==> src/rtl/cpu_pkg.sv <==
// ============================================================================
// cpu_pkg : shared constants, encodings and record types for the CPU pipeline
// Revision: 1.0
// ============================================================================
`default_nettype none

package cpu_pkg;

  localparam int XLEN      = 32;
  localparam int REG_AW    = 5;
  localparam int WB_SEL_W  = 2;
  localparam int LD_TYPE_W = 3;

  localparam logic [WB_SEL_W-1:0] WB_ALU = 2'd0;
  localparam logic [WB_SEL_W-1:0] WB_MEM = 2'd1;
  localparam logic [WB_SEL_W-1:0] WB_PC8 = 2'd2;

  localparam logic [LD_TYPE_W-1:0] LD_W  = 3'd0;
  localparam logic [LD_TYPE_W-1:0] LD_H  = 3'd1;
  localparam logic [LD_TYPE_W-1:0] LD_HU = 3'd2;
  localparam logic [LD_TYPE_W-1:0] LD_B  = 3'd3;
  localparam logic [LD_TYPE_W-1:0] LD_BU = 3'd4;

  typedef struct packed {
    logic              valid;
    logic [XLEN-1:0]   pc;
    logic [REG_AW-1:0] rd;
    logic              reg_we;
    logic [XLEN-1:0]   wdata;
    logic              misaligned;
  } wb_rec_t;

endpackage

`default_nettype wire

==> src/rtl/load_ext.sv <==
// ============================================================================
// load_ext : byte/halfword lane select with sign/zero extension and alignment check
// Revision: 1.0
// ============================================================================
`default_nettype none

module load_ext
  import cpu_pkg::*;
(
  input  logic [XLEN-1:0]      rdata,
  input  logic [1:0]           addr_lo,
  input  logic [LD_TYPE_W-1:0] ld_type,
  output logic [XLEN-1:0]      data,
  output logic                 misaligned
);

  logic [7:0]  byte_sel;
  logic [15:0] half_sel;

  always_comb begin
    byte_sel = rdata[7:0];
    case (addr_lo)
      2'd0:    byte_sel = rdata[7:0];
      2'd1:    byte_sel = rdata[15:8];
      2'd2:    byte_sel = rdata[23:16];
      default: byte_sel = rdata[31:24];
    endcase
    half_sel = addr_lo[1] ? rdata[31:16] : rdata[15:0];
  end

  // Unused encodings 5..7 fall into the word-load arm.
  always_comb begin
    data       = rdata;
    misaligned = 1'b0;
    case (ld_type)
      LD_H: begin
        data       = {{16{half_sel[15]}}, half_sel};
        misaligned = addr_lo[0];
      end
      LD_HU: begin
        data       = {16'h0000, half_sel};
        misaligned = addr_lo[0];
      end
      LD_B:    data = {{24{byte_sel[7]}}, byte_sel};
      LD_BU:   data = {24'h00_0000, byte_sel};
      default: begin
        data       = rdata;
        misaligned = (addr_lo != 2'd0);
      end
    endcase
  end

endmodule

`default_nettype wire

==> src/rtl/mem_wb_stage.sv <==
// ============================================================================
// mem_wb_stage : MEM/WB pipeline register with load extension and retire counter
// Revision: 1.0
// ============================================================================
`default_nettype none

module mem_wb_stage
  import cpu_pkg::*;
#(
  parameter logic [XLEN-1:0] PC_RESET = 32'h0000_3000
) (
  input  logic                 clk,
  input  logic                 reset,
  input  logic                 stall,
  input  logic                 flush,
  input  logic                 m_valid,
  input  logic [XLEN-1:0]      m_pc,
  input  logic [XLEN-1:0]      m_alu,
  input  logic [XLEN-1:0]      m_dm_rdata,
  input  logic [WB_SEL_W-1:0]  m_wb_sel,
  input  logic [LD_TYPE_W-1:0] m_ld_type,
  input  logic [REG_AW-1:0]    m_rd,
  input  logic                 m_reg_we,
  output logic                 w_valid,
  output logic [XLEN-1:0]      w_pc,
  output logic [REG_AW-1:0]    w_rd,
  output logic                 w_reg_we,
  output logic [XLEN-1:0]      w_wdata,
  output logic                 w_misaligned,
  output logic [XLEN-1:0]      w_retired
);

  logic [XLEN-1:0] ld_data;
  logic            ld_mis;
  wb_rec_t         mem_rec;
  wb_rec_t         rec_d, rec_q;
  logic [XLEN-1:0] retired_d, retired_q;

  load_ext u_load_ext (
    .rdata      (m_dm_rdata),
    .addr_lo    (m_alu[1:0]),
    .ld_type    (m_ld_type),
    .data       (ld_data),
    .misaligned (ld_mis)
  );

  // Record the M stage would hand over if this edge captures.
  always_comb begin
    mem_rec.valid      = m_valid;
    mem_rec.pc         = m_pc;
    mem_rec.rd         = m_rd;
    mem_rec.misaligned = (m_wb_sel == WB_MEM) && ld_mis;
    mem_rec.reg_we     = m_valid && m_reg_we && (m_rd != '0) && !mem_rec.misaligned;
    case (m_wb_sel)
      WB_MEM:  mem_rec.wdata = ld_data;
      WB_PC8:  mem_rec.wdata = m_pc + 32'd8;
      default: mem_rec.wdata = m_alu;
    endcase
  end

  always_comb begin
    rec_d     = rec_q;
    retired_d = retired_q;
    if (flush) begin
      rec_d.valid      = 1'b0;
      rec_d.rd         = '0;
      rec_d.reg_we     = 1'b0;
      rec_d.wdata      = '0;
      rec_d.misaligned = 1'b0;
    end else if (!stall) begin
      rec_d     = mem_rec;
      retired_d = retired_q + XLEN'(m_valid);
    end
  end

  always_ff @(posedge clk) begin
    if (reset) begin
      rec_q     <= '{valid: 1'b0, pc: PC_RESET, rd: '0, reg_we: 1'b0,
                     wdata: '0, misaligned: 1'b0};
      retired_q <= '0;
    end else begin
      rec_q     <= rec_d;
      retired_q <= retired_d;
    end
  end

  assign w_valid      = rec_q.valid;
  assign w_pc         = rec_q.pc;
  assign w_rd         = rec_q.rd;
  assign w_reg_we     = rec_q.reg_we;
  assign w_wdata      = rec_q.wdata;
  assign w_misaligned = rec_q.misaligned;
  assign w_retired    = retired_q;

endmodule

`default_nettype wire

==> config.mk <==
export PLATFORM = sky130hd
export DESIGN_NAME = mem_wb_stage
export DESIGN_NICKNAME = d
export VERILOG_FILES = /design/src/rtl/cpu_pkg.sv /design/src/rtl/load_ext.sv /design/src/rtl/mem_wb_stage.sv
export SDC_FILE = /design/constraint.sdc
export NUM_CORES = 1
export LEC_CHECK = 0
export CORE_MARGIN = 5
export CORE_UTILIZATION = 35
export CTS_CLUSTER_SIZE = 24
export DETAILED_ROUTE_END_ITERATION = 6
export GPL_TIMING_DRIVEN = 0
export PLACE_DENSITY_LB_ADDON = 0.12
export SLEW_MARGIN = 20
export SYNTH_ARGS = -nofsm -noshare
export SYNTH_HDL_FRONTEND = slang
export SYNTH_SLANG_ARGS = --single-unit
==> constraint.sdc <==
create_clock -name clk -period 2.6 [get_ports clk]
set_input_delay 0.52 -clock clk [delete_from_list [all_inputs] [get_ports clk]]
set_output_delay 0.52 -clock clk [all_outputs]
set_load 0.05 [all_outputs]
# Yosys cells after proc, flatten, opt, wreduce, memory -nomap -nowiden
# Cells that the tools add are included.
dict set report word_totals {
  output_inout_bits 104
  elab_cells 36
  register_bits 104
  input_bits 112
}
dict set report classes {
  eq_ne 8
  reduce_logical 12
  mux 5
  addsub 2
  bitwise 2
}
# operator count
set ops {}
lappend ops {{$pmux 32 s4} 1}
lappend ops {{$pmux 32 s2} 1}
lappend ops {{$add 32x1->32} 1}
lappend ops {{$add 32x4->32 const B} 1}
lappend ops {{$pmux 8 s3} 1}
lappend ops {{$mux 16} 1}
lappend ops {{$eq 3x2->1 const B} 2}
lappend ops {{$reduce_or 2->1} 3}
lappend ops {{$reduce_bool 5->1} 1}
lappend ops {{$eq 2x1->1 const B} 2}
lappend ops {{$eq 2x2->1 const B} 2}
lappend ops {{$logic_and 1x1->1} 4}
lappend ops {{$eq 3x1->1 const B} 1}
lappend ops {{$eq 3x3->1 const B} 1}
lappend ops {{$logic_not 2->1} 1}
lappend ops {{$not 1->1} 2}
lappend ops {{$pmux 1 s2} 1}
lappend ops {{$reduce_and 2->1} 1}
lappend ops {{$reduce_bool 2->1} 1}
lappend ops {{$logic_not 1->1} 1}

# Logic depth before layout (Yosys ltp)
dict set report logic_depth {
  ltp_word 6
  mapped_depth 8
  ltp_nobuf 7
}

# Hierarchy
# From an unflattened synthesis, not the netlist that was laid out.
dict set report hier_totals {
  hier_cells 793
  hier_area_um2 6268.5
}
# module n_inst seq_area_each_um2 cells_each area_each_um2
set by_module_without_submodules {}
lappend by_module_without_submodules {mem_wb_stage 1 2082.0 612 5022.3}
lappend by_module_without_submodules {load_ext 1 0.0 181 1246.2}

# Least setup slack after synthesis
# OpenSTA, ideal clock, no wires.
dict set report synth_path {
  path_type {reg-to-reg}
  from {register retired_q[0] (netlist: w_retired[0])}
  to {register retired_q[18] (netlist: w_retired[18])}
  setup_ns 0.128
  path_buffers 0
  slack_ns 0.362
  synth_period_minus_slack_ns 2.238
  t_arrival_ns 2.111
  required_time_ns 2.472
  path_stages_with_launch 8
  cell_sequence {dfxtp_1 ha_1 ha_1 nand4bb_1 nor4_1 nand4_1 xor2_1 nor2_1}
}
dict set report synth_between {
  elab_chain_len 1
}
# item line
set synth_rtl {}
lappend synth_rtl {{from (decl)} mem_wb_stage.sv:37} ;# logic [XLEN-1:0] retired_d, retired_q;
lappend synth_rtl {{from (signal assigned)} mem_wb_stage.sv:83} ;# retired_q <= retired_d;
lappend synth_rtl {{$add 32x1->32} mem_wb_stage.sv:72} ;# retired_d = retired_q + XLEN'(m_valid);
# Every way passes these cells.
# A chain may end at the register's enable or synchronous reset.

# Worst setup path after layout
dict set report layout_path {
  from {input port m_alu[0]}
  to {register rec_q (netlist bit w_wdata[3])}
}
dict set report layout_between {
  elab_chain_len 4
  word_cells_on_any_way 6
  classes_between {2 x eq/ne; 3 x mux; 1 x reduce/logical}
}
# item line
set layout_rtl {}
lappend layout_rtl {{from (decl)} mem_wb_stage.sv:18} ;# input logic [XLEN-1:0] m_alu,
lappend layout_rtl {{$eq 2x2->1 (tied with other cells)} load_ext.sv:22} ;# case (addr_lo)
lappend layout_rtl {{$pmux 8 s3 (*)} load_ext.sv:22}
lappend layout_rtl {{$pmux 32 s4 (*)} load_ext.sv:35} ;# case (ld_type)
lappend layout_rtl {{$pmux 32 s2 (*)} mem_wb_stage.sv:54} ;# case (m_wb_sel)
lappend layout_rtl {{to (signal assigned)} mem_wb_stage.sv:78} ;# rec_q <= '{valid: 1'b0, pc: PC_RESET, rd: '0, reg_we: 1'b0,
lappend layout_rtl {{to (signal assigned)} mem_wb_stage.sv:82} ;# rec_q <= rec_d;
lappend layout_rtl {{to (decl)} mem_wb_stage.sv:36} ;# wb_rec_t rec_d, rec_q;
# Every way passes the cells marked *; elsewhere a longest branch is shown, timed or not.

==> metrics.txt <==
run status=finished, final reports clean; number of sinks handled by clock tree synthesis=104; post-route minimum period=2.533 ns; number of clock buffers inserted by TritonCTS=9; Reg-to-Reg Start=w_retired[6]; final weighted congestion in routability-driven placement=0.9477; Skew-Pair Late Insertion Delay=0.36 ns; average footprint of a synthesized cell=8.097 um^2; number of hold violations in the final report=0; Post-route DRC=0; postcts setup bufs=0; flop2flop setup slack=0.52 ns; share of flip-flops with an asynchronous set or reset after synthesis=0; WP data required=2.81 ns; hold path startpoint=w_pc[7]; Port Buf Inserts=213; cell leakage power=3.031 nW; power density relative to cell area=approximately 480 mW/mm^2; arrival time worst endpoint=2.75 ns; type of destination of the critical path=flop; Comb power frac=0.241; highest achievable clock rate=394.8 MHz; area occupied by multi-input gates=0.003601 mm^2; post-synth cell types=between 60 and 70; wire length of the first global-routing pass=~35,000 um; Total Nets Final=1,070; Max-Slew Margin vs Limit=0.5610; via count of the first global-routing pass=6,221; final-report setup violation count=0; count of max-cap constraint violations=0; unrepaired setup endpoints after global routing=false; Final Skew=0.006188 ns; slowest stage cell on the critical path=clkdlybuf4s50_1; wire length per cell=19.37 um; Yosys warning total=0; Floorplan Core Area=~0.017 mm^2; worst min-delay path endpoint=w_pc[7]; Top FF cell, synth=dfxtp_1; Min-Delay Path Class=flop to flop; worst IR drop on VDD=between 0.0003 and 0.0004 V; cts hold-fix bufs=0; area of the die=0.01959 mm^2; number of nets produced by synthesis=847; DIE WIDTH=140.0 um; Hold WS=0.4580 ns; DP HPWL=18,000 um; total power draw=4.128 mW; clock tree from TritonCTS=yes; worst-path cell chain=clkdlybuf4s50_1, clkbuf_1, mux4_2, a222oi_1, o22ai_1; gate count of the mapped netlist=730; First-pass DRT Iterations=5; Filler Cell Count=1,631; Clock Pin Slew Worst Setup and Hold Paths=~0.07 ns; maximum buffer depth of the clock tree=2; master cell of the clock root buffer=clkbuf_16; total congestion overflow after global routing=0; fraction of layout instances using a drive strength above 1=0.06889; final slew viol count=0; cell count after placement=1,163; internal cell power=2.822 mW; sequential power share=0.406; Final Instance Count excl. Fillers=between 1,000 and 1,500; Via density=about 5.5; number of standard-cell rows in the floorplan=between 40 and 50; Worst Hold Path Cells=2; diode insertion count for antenna repair=0; via total after detailed routing=6,494; portion of the post-synthesis area used by sequential elements=0.3522; net load switching power=between 1 and 1.5 mW; critical path's largest stage delay=0.59 ns; Top Family by Delay on Critical Path=buffers and inverters; Max H-tree Level=3; number of enable-type register cells in the synthesized netlist=0; final WL=22,820 um; I/O pins=216; top fanout value on the critical path=10; number of design-rule violations left by the first detailed-router iteration=500; clock network fraction of design power=0.353; Final ANT Viol Nets=0; transition time at the pin with the least slew margin=around 0.66 ns; share of the clock period used by the worst path after layout=0.9742; switching power as a share of total power=0.3163; type of the worst setup path=primary input to flop; global-route usage over all layers=0.2254; summed instance area of the synthesized netlist=just under 0.006 mm^2; Startpoint Class=primary input; area of placed instances=0.008318 mm^2; largest net degree at the start of global routing=20; Reg2Reg Depth=5; register cell area after layout=0.002082 mm^2; starting density of the core=0.3564; flip-flop and latch count after synthesis=104; Non-Filler Cell Area, Final=approximately 0.0087 mm^2; number of antenna violations at the first check in global routing=0; number of buffers and inverters on the critical path=2; die span in y=roughly 140 um; layout overhead on the synthesized area=46.46%; capturing point of the worst reg2reg path=w_retired[27]
-- cell type report --
cell class / instances / area share
clock inverter: 7 / 0.01012
tap: 220 / 0.03180
inverter: 16 / 0.006937
buffer: 47 / 0.02240
clock buffer: 9 / 0.02602
multi-input combinational: 562 / 0.4160
sequential: 104 / 0.2405
timing repair buffer: 213 / 0.2463
-- worst max path at each step --
stage,to,start,cells after the start
global placement,w_wdata[10],m_ld_type[1],7
global route,w_wdata[17],m_pc[3],7
finish,w_wdata[3],m_alu[0],5
floorplan,w_retired[18],w_retired[0],7
detailed placement,w_wdata[10],m_ld_type[1],7
CTS,w_retired[30],stall,7
-- flip-flops by register name, indices dropped and copies added, names as in the netlist --
register      cells
w_misaligned      1
w_pc             32
w_rd              5
w_reg_we          1
w_retired        32
w_valid           1
w_wdata          32
-- per-layer routing --
metal	vias to the layer above	wire, um	GRT usage
met5	-	0	0
met4	0	588	0.07598
met3	40	1968	0.04840
met2	264	10370	0.3550
met1	3065	9891	0.3077
li1	3125	-	-
-- repair_timing --
item,CTS,global route
hold endpoints to repair,0,0
pin swaps,0,2
gates resized for setup,2,8
endpoints found under the setup margin,9,21
-- synthesized netlist by cell type, drive strengths merged, types with 15 or more instances --
library cell / n / area (um^2)
nand3: 24 / 125.1
nor3: 16 / 85.08
nor2: 54 / 202.7
xor2: 24 / 210.2
o21ai: 37 / 185.2
nand2: 104 / 390.4
dfxtp: 104 / 2082
xnor2: 18 / 165.2
nand4: 19 / 137.6
clkbuf: 33 / 123.9
a21oi: 78 / 394.1
inv: 15 / 56.30
buf: 15 / 68.82
-- power groups by stage --
| stage | clock network [mW] | logic, mW | registers, mW |
|---|---|---|---|
| 6_report | 1.46 | 0.996 | 1.68 |
| 5_1_grt | 1.54 | 1.06 | 1.68 |
| 4_1_cts | 1.48 | 0.990 | 1.68 |
| 3_5_place_dp | 0 | 0.985 | 1.71 |
| 3_3_place_gp | 0 | 0.986 | 1.71 |
| 2_1_floorplan | 0 | 0.348 | 1.89 |
-- worst register-to-register path: cells and delay by family, from the launching register on --
kind               cells  cell delay, ns
and+or+nand+nor        4            1.41
DFF                    1            0.46
AOI/OAI and AO/OA      1            0.14
-- cells by family (layout without fill, tap and decap cells) --
group	after synthesis	count (layout)	synth area share
simple gates	292	292	0.2574
buf+inv	64	292	0.04276
fa+ha+maj	9	9	0.01736
flops	104	104	0.3522
mux	18	18	0.04805
xor+xnor	42	42	0.06351
compound gates	201	201	0.2187
-- layout by cell type (no fill, tap or decap), types with 4 or more instances in the layout --
master           count
nor3_1              15
o221a_2              5
mux2i_1              7
xor2_1              24
xnor2_1             17
nand3_1             23
o31ai_1              4
mux4_2               8
dfxtp_1            104
clkbuf_16            9
nand2b_1             8
clkbuf_1            29
nand2_1            104
clkdlybuf4s50_1    213
inv_1               15
and4_1               7
o221ai_1            13
ha_1                 5
nand4_1             16
o21a_1               4
nor2b_1             11
and3_1              14
clkbuf_2             4
maj3_1               4
a31oi_1              6
a222oi_1             7
o22ai_1             11
or3_1               11
a2bb2oi_1            5
a21oi_1             77
buf_2               10
o21ai_0             36
nor2_1              53
buf_1                4
a221oi_1             7
-- metrics by stage --
stage | setup WS, ns | utilization | TNS (ns)
global placement | -0.4676 | 0.5016 | -11.19
detailed placement | -0.4495 | 0.5016 | -11.16
global route | 0.007992 | 0.5220 | 0
CTS | 0.01072 | 0.5208 | 0
floorplan | 0.3617 | - | 0
finish | 0.06705 | 0.5220 | 0
Note: power is estimated with default switching activity, not from simulation.
